### src/rtl/bcd_7seg_scan_driver.sv
// Multiplexed 7-segment driver: packed BCD in via a load/pending/ack path, one digit
// per refresh slot, with leading-zero blanking, invalid-digit flag and pin polarity.
module bcd_7seg_scan_driver #(
  parameter int DIGITS       = 4,
  parameter int REFRESH_DIV  = 1000,
  parameter bit COMMON_ANODE = 1'b0,
  parameter bit LZ_BLANK     = 1'b1
) (
  input  logic                  clk,
  input  logic                  rst,
  input  logic                  load,
  input  logic [4*DIGITS-1:0]   bcd_in,
  input  logic [DIGITS-1:0]     dp_in,
  output logic                  load_ack,
  output logic [6:0]            seg,
  output logic                  dp,
  output logic [DIGITS-1:0]     an,
  output logic                  bcd_err
);

  localparam int TICK_W = $clog2(REFRESH_DIV);
  localparam int IDX_W  = (DIGITS > 1) ? $clog2(DIGITS) : 1;
  localparam logic [TICK_W-1:0] TICK_LAST = TICK_W'(REFRESH_DIV - 1);
  localparam logic [IDX_W-1:0]  IDX_LAST  = IDX_W'(DIGITS - 1);

  logic [TICK_W-1:0]   tick_q, tick_d;
  logic [IDX_W-1:0]    idx_q, idx_d;
  logic [4*DIGITS-1:0] disp_bcd_q, disp_bcd_d, pend_bcd_q, pend_bcd_d;
  logic [DIGITS-1:0]   disp_dp_q, disp_dp_d, pend_dp_q, pend_dp_d;
  logic                pend_valid_q, pend_valid_d;
  logic                load_ack_q, load_ack_d;
  logic                bcd_err_q, bcd_err_d;
  logic [6:0]          seg_q, seg_d;
  logic                dp_q, dp_d;
  logic [DIGITS-1:0]   an_q, an_d;

  logic                boundary, apply;
  logic [3:0]          digit [DIGITS];
  logic [DIGITS-1:0]   blank, pend_bad;
  logic [3:0]          cur_digit;
  logic [6:0]          seg_raw;

  function automatic logic [6:0] decode(input logic [3:0] v);
    logic [6:0] s;
    case (v)
      4'd0:    s = 7'b1111110;
      4'd1:    s = 7'b0110000;
      4'd2:    s = 7'b1101101;
      4'd3:    s = 7'b1111001;
      4'd4:    s = 7'b0110011;
      4'd5:    s = 7'b1011011;
      4'd6:    s = 7'b1011111;
      4'd7:    s = 7'b1110000;
      4'd8:    s = 7'b1111111;
      4'd9:    s = 7'b1111011;
      default: s = 7'b0000000;
    endcase
    return s;
  endfunction

  // Digit k is a leading zero when it and every digit above it are zero; digit 0 always shows.
  genvar gi;
  generate
    for (gi = 0; gi < DIGITS; gi++) begin : g_digit
      assign digit[gi]    = disp_bcd_q[4*gi +: 4];
      assign pend_bad[gi] = pend_bcd_q[4*gi+3] & (pend_bcd_q[4*gi+2] | pend_bcd_q[4*gi+1]);
      if (gi == 0) begin : g_lsd
        assign blank[gi] = 1'b0;
      end else begin : g_upper
        assign blank[gi] = LZ_BLANK & ~(|disp_bcd_q[4*DIGITS-1:4*gi]);
      end
    end
  endgenerate

  assign boundary = (tick_q == TICK_LAST);
  assign apply    = boundary & pend_valid_q;

  always_comb begin
    tick_d       = boundary ? '0 : tick_q + 1'b1;
    idx_d        = idx_q;
    pend_bcd_d   = pend_bcd_q;
    pend_dp_d    = pend_dp_q;
    pend_valid_d = pend_valid_q;
    disp_bcd_d   = disp_bcd_q;
    disp_dp_d    = disp_dp_q;
    bcd_err_d    = bcd_err_q;
    load_ack_d   = apply;
    if (boundary) begin
      idx_d = (idx_q == IDX_LAST) ? '0 : idx_q + 1'b1;
    end
    if (apply) begin
      disp_bcd_d   = pend_bcd_q;
      disp_dp_d    = pend_dp_q;
      pend_valid_d = 1'b0;
      bcd_err_d    = |pend_bad;
    end
    // A load on the boundary lands in pending after the old pending value is applied.
    if (load) begin
      pend_bcd_d   = bcd_in;
      pend_dp_d    = dp_in;
      pend_valid_d = 1'b1;
    end
  end

  always_comb begin
    cur_digit = digit[idx_q];
    seg_raw   = blank[idx_q] ? 7'b0000000 : decode(cur_digit);
    seg_d     = seg_raw ^ {7{COMMON_ANODE}};
    dp_d      = disp_dp_q[idx_q] ^ COMMON_ANODE;
    an_d      = '0;
    for (int k = 0; k < DIGITS; k++) begin
      an_d[k] = (idx_q == IDX_W'(k)) ^ COMMON_ANODE;
    end
  end

  always_ff @(posedge clk) begin
    if (rst) begin
      tick_q       <= '0;
      idx_q        <= '0;
      disp_bcd_q   <= '0;
      disp_dp_q    <= '0;
      pend_bcd_q   <= '0;
      pend_dp_q    <= '0;
      pend_valid_q <= 1'b0;
      load_ack_q   <= 1'b0;
      bcd_err_q    <= 1'b0;
      seg_q        <= {7{COMMON_ANODE}};
      dp_q         <= COMMON_ANODE;
      an_q         <= {DIGITS{COMMON_ANODE}};
    end else begin
      tick_q       <= tick_d;
      idx_q        <= idx_d;
      disp_bcd_q   <= disp_bcd_d;
      disp_dp_q    <= disp_dp_d;
      pend_bcd_q   <= pend_bcd_d;
      pend_dp_q    <= pend_dp_d;
      pend_valid_q <= pend_valid_d;
      load_ack_q   <= load_ack_d;
      bcd_err_q    <= bcd_err_d;
      seg_q        <= seg_d;
      dp_q         <= dp_d;
      an_q         <= an_d;
    end
  end

  assign load_ack = load_ack_q;
  assign bcd_err  = bcd_err_q;
  assign seg      = seg_q;
  assign dp       = dp_q;
  assign an       = an_q;

endmodule

### config.mk
export PLATFORM = sky130hd
export DESIGN_NAME = bcd_7seg_scan_driver
export DESIGN_NICKNAME = d
export VERILOG_FILES = /design/src/rtl/bcd_7seg_scan_driver.sv
export SDC_FILE = /design/constraint.sdc
export NUM_CORES = 1
export LEC_CHECK = 0
export ABC_CLOCK_PERIOD_IN_PS = 5600
export BUFFER_PORTS_ARGS = -buffer_cell sky130_fd_sc_hd__clkbuf_2
export CAP_MARGIN = 20
export CORE_AREA = 3 3 63 124
export DETAILED_ROUTE_END_ITERATION = 6
export DIE_AREA = 0 0 66 127
export PLACE_DENSITY = 0.59
export SYNTH_ARGS = -nofsm -noshare
export SYNTH_HDL_FRONTEND = slang
export SYNTH_SLANG_ARGS = --single-unit
export TNS_END_PERCENT = 5
### constraint.sdc
create_clock -name clk -period 5.6 [get_ports clk]
set_input_delay 1.68 -clock clk [delete_from_list [all_inputs] [get_ports clk]]
set_output_delay 1.68 -clock clk [all_outputs]
set_load 0.005 [all_outputs]
Yosys cells after proc, flatten, opt, wreduce, memory -nomap -nowiden:

Memories as Yosys holds them, arrays and structs flattened. A register that Yosys moved wholly into a read port is not among the register bits.
Cells that the tools add are included.

* register bits: 60
* ROM bits: 112
* bits of input ports: 23
* output and inout port bits: 14
* word-level logic and storage cells: 51
* memories kept: 1

Memory list
* (no name shown): words 16, bits a word 7, rd ports 1, clocked after Yosys merged registers in 1, write ports 0, RTL line 45 `case (v)`

* add/sub/neg operators: 2
* $lt $le $gt $ge: 2
* equal/unequal tests: 4
* multiplexer cells: 10
* bitwise gates (word level): 13
* reduce and logical (&&, ||, !) cells: 8

Operator list (number)
* $reduce_or 12->1: 1
* $add 10x1->10 const B: 1
* $eq 10x10->1 const B: 1
* $bmux 4 s2: 1
* $mux 4: 2
* $reduce_or 4->1: 2
* $reduce_or 8->1: 1
* $and 1x1->1: 5
* $bmux 1 s2: 2
* $eq 2x2->1 const B: 2
* $mux 1: 4
* $or 1x1->1: 4
* $reduce_or 2->1: 2
* $ge 3x3->1 const B: 1
* $lt 2x3->1 const B: 1
* $not 1->1: 3
* $not 2->3: 1
* $add 2x1->2 const B: 1
* $eq 2x1->1 const B: 1
* $logic_not 2->1: 1
* $mux 2: 1
* $reduce_bool 2->1: 1

Logic depth before layout (Yosys ltp):

* depth in word-level cells: 5
* mapped depth: 7
* gate-level depth less buffers: 6

Least setup slack after synthesis:

No wires, ideal clock.

* path type: input to register
* start point: in rst
* end point: reg seg_q[0], in the netlist seg[0]
* library setup time: 0.092 ns
* data arrival time: 2.388 ns
* required time: 5.508 ns
* slack: 3.119 ns
* stages on the path: 3
* path buffers: 1
* cells stage by stage: clkbuf_1 -> nand3b_1 -> o32ai_1

* cells in the longest elaborated chain, start to end: 1

RTL lines
* start: declaration: RTL line 10 `input logic rst,`
* $reduce_or 2->1 (no line)
* end: declaration: RTL line 33 `logic [6:0] seg_q, seg_d;`

Every way passes these cells.
A chain may end at the register's enable or synchronous reset.

Worst setup path after layout:

Same ends and word-level chain as after synthesis.

==> summary.txt <==
Synth
  • Library cells used by synthesis: 37
  • Sequential element share of the synthesized area: 0.482
  • Synthesized area per cell: roughly 11 um^2
  • Syn Nets: 297
  • Synthesis-stage register bit count: 67
  • Synthesis Warnings: 0
  • Top FF cell, synth: dfxtp_1
  • Synthesized cell area: between 2000 and 3000 um^2
  • Ys async rst share: 0
  • Number of synthesized flops with an enable pin: 0
  • Synth Instances: roughly 260

Placement
  • Global placement routability congestion: ~0.77
  • Dpl hpwl: 3.61 mm
  • Port bufs: 36

Status
  • Status: finished, final reports clean

Worst setup path
  • CP cell instances: clkbuf_2 -> buf_4 -> nand3b_1 -> o32ai_1
  • Reg2reg path depth: 6
  • Slowest CP cell: nand3b_1
  • FF-to-FF End: seg[5]
  • Critical Path AT: around 2800 ps
  • Max incr delay on CP: 380 ps
  • Max Fanout on Critical Path: 55
  • Crit start category: primary input
  • Reg-to-reg critical path startpoint: idx_q[0]
  • R2R Setup Slk: 3500 ps
  • Critical Path Sink Type: register
  • Crit Path Category: primary input to register
  • WP data required: slightly below 6000 ps

Layout
  • Layout cell share with drive strength beyond 1: 0.201
  • Area growth from synthesis to layout: 19.4%
  • Nets: roughly 330
  • Fillers: 657
  • Reg area: around 1300 um^2
  • Multi-input logic area: between 1000 and 1500 um^2
  • Antenna cell count: 0
  • Most common cell after layout, fill and taps aside: dfxtp_1
  • Most frequent cells in the layout: 67 x dfxtp_1, 56 x nor2_1, 45 x mux2i_1, 36 x clkbuf_2, 11 x ha_1

Clock network
  • Cts hold-fix bufs: 0
  • Total CTS buffers: 9
  • Clock Tree Buf Depth: 2
  • Post-CTS Setup Repair Bufs: 0
  • Clk_lat worst skew: approximately 330 ps
  • Clk pin slew, worst setup/hold paths: 50 ps
  • H-tree depth: 3
  • Resize count post-CTS: 0
  • CTS tree: done
  • Clk sink count: 67
  • Root Driver: clkbuf_16

Global route
  • Initial antenna violation count: 0
  • Vias in the first global route: 1865
  • GRT Util Overall: 0.139
  • Global-route wire length before repair: between 8 and 9 mm
  • Overflow after GRT: 0
  • Largest net degree at the start of global routing: 56

Timing
  • Fmax: between 0.3 and 0.4 GHz
  • Fin. Hold Viols: 0
  • Worst-Margin Slew: ~700 ps
  • Final setup viols: 0
  • Rel. slew slack: 0.526
  • Sum Neg Setup Slack: 0 ps
  • Final Skew: about 5.3 ps
  • Final Max Tran Viols: 0
  • RSZ-0062 raised after global routing: false
  • Period utilization: 0.455
  • Tmin final: about 2500 ps

Detailed routing
  • Drt total wl: between 5 and 6 mm
  • DRT Pass-1 Iters: 4
  • Wire length per cell: about 13 um
  • Post-route ant nets: 0
  • Initial DRC count: between 50 and 60
  • Avg Vias per Cell: around 4.8
  • DRC violations left: 0
  • Via count: around 1900

Floorplanning
  • DIE HEIGHT: roughly 130 um
  • Die width: around 66 um
  • Effective utilization at floorplan: 0.401
  • Die ar.: 8380 um^2
  • Cell row count: 43
  • Ports: 37
  • Core box area: roughly 6900 um^2

Run
  • Total of max-cap violations: 0

Power and ir drop
  • PD cells: between 300 and 400 nW/um^2
  • P_leak: ~1.4 nW
  • Power Total: about 1.1 mW
  • Peak supply drop: 0.205 mV

Min path
  • HP Class: register to register
  • Min-Delay Startpoint: tick_q[0]
  • Hold endpoint: tick_q[0]
  • Worst hold path depth: 1
## critical path: cells and delay by family
family          cells  cell delay (ps)
compound gates      1              330
simple gates        1              380
buf+inv             2              380
## worst max-delay path by stage
stage | startpoint | endpoint | slack (ps) | depth (start not counted)
floorplan | rst | seg[0] | 3120 | 3
global placement | rst | seg[6] | 2750 | 4
detailed placement | rst | seg[0] | 2710 | 4
CTS | rst | seg[0] | 3050 | 4
global route | rst | seg[3] | 2920 | 4
finish | rst | seg[0] | 3050 | 4
## cell families after synthesis
kind of cell / after synthesis / share of synthesized area
AO/OA/AOI/OAI: 15 / 0.0410
XOR/XNOR: 9 / 0.0284
adder cells (fa/ha/maj): 11 / 0.0495
buffers and inverters: 22 / 0.0392
flip-flops: 67 / 0.482
multiplexers: 50 / 0.203
AND/OR/NAND/NOR: 89 / 0.157
## layout make-up
type / count / area share
Timing Repair Buffer: 38 / 0.0588
Sequential cell: 67 / 0.404
Clock buffer: 15 / 0.0836
Clock inverter: 1 / 0.00904
Inverter: 9 / 0.0102
Multi-Input combinational cell: 174 / 0.401
Tap cell: 90 / 0.0339
## synth_stat cells, drive strengths merged, types with 2 or more instances
cell / n / area share
ha: 11 / 0.050
o21ai: 5 / 0.0090
xor2: 2 / 0.0063
xnor2: 7 / 0.022
nor4: 3 / 0.0068
o32ai: 4 / 0.015
dfxtp: 67 / 0.48
buf: 6 / 0.018
nor2b: 7 / 0.016
nor2: 56 / 0.076
nand4: 4 / 0.011
mux2i: 45 / 0.16
nand2: 2 / 0.0027
nand3b: 2 / 0.0054
nor3: 3 / 0.0054
clkbuf: 7 / 0.0095
inv: 9 / 0.012
a21oi: 4 / 0.0072
mux4: 4 / 0.035
nand3: 3 / 0.0054
## flip-flops by register name, indices dropped and copies added (netlist names)
name / flops
disp_dp_q: 4
pend_valid_q: 1
tick_q: 10
load_ack: 1
disp_bcd_q: 16
pend_dp_q: 4
an: 4
bcd_err: 1
pend_bcd_q: 16
seg: 7
idx_q: 2
dp: 1
## stage by stage
step,instance area (um^2),hold slack [ps],std cells,utilization,worst slack (ps)
detailed placement,3010,454,378,0.434,2710
CTS,3320,466,394,0.478,3050
finish,3320,462,394,0.478,3050
global route,3320,503,394,0.478,2920
floorplan,2780,430,263,-,3120
global placement,3010,443,378,0.434,2750
## routing by layer
layer	vias to the layer above	track usage	part of all wire
li1	972	-	-
met1	883	0.147	0.39
met2	26	0.236	0.54
met3	7	0.0449	0.037
met4	0	0.0790	0.029
met5	-	0	0
## where the power goes
part	internal, mW	switching, mW	leakage [nW]
Sequential	0.491	0.00835	0.547
Combinational	0.0212	0.0217	0.658
Clock	0.381	0.187	0.150
No activity file was read; power rests on OpenSTA's default activity.
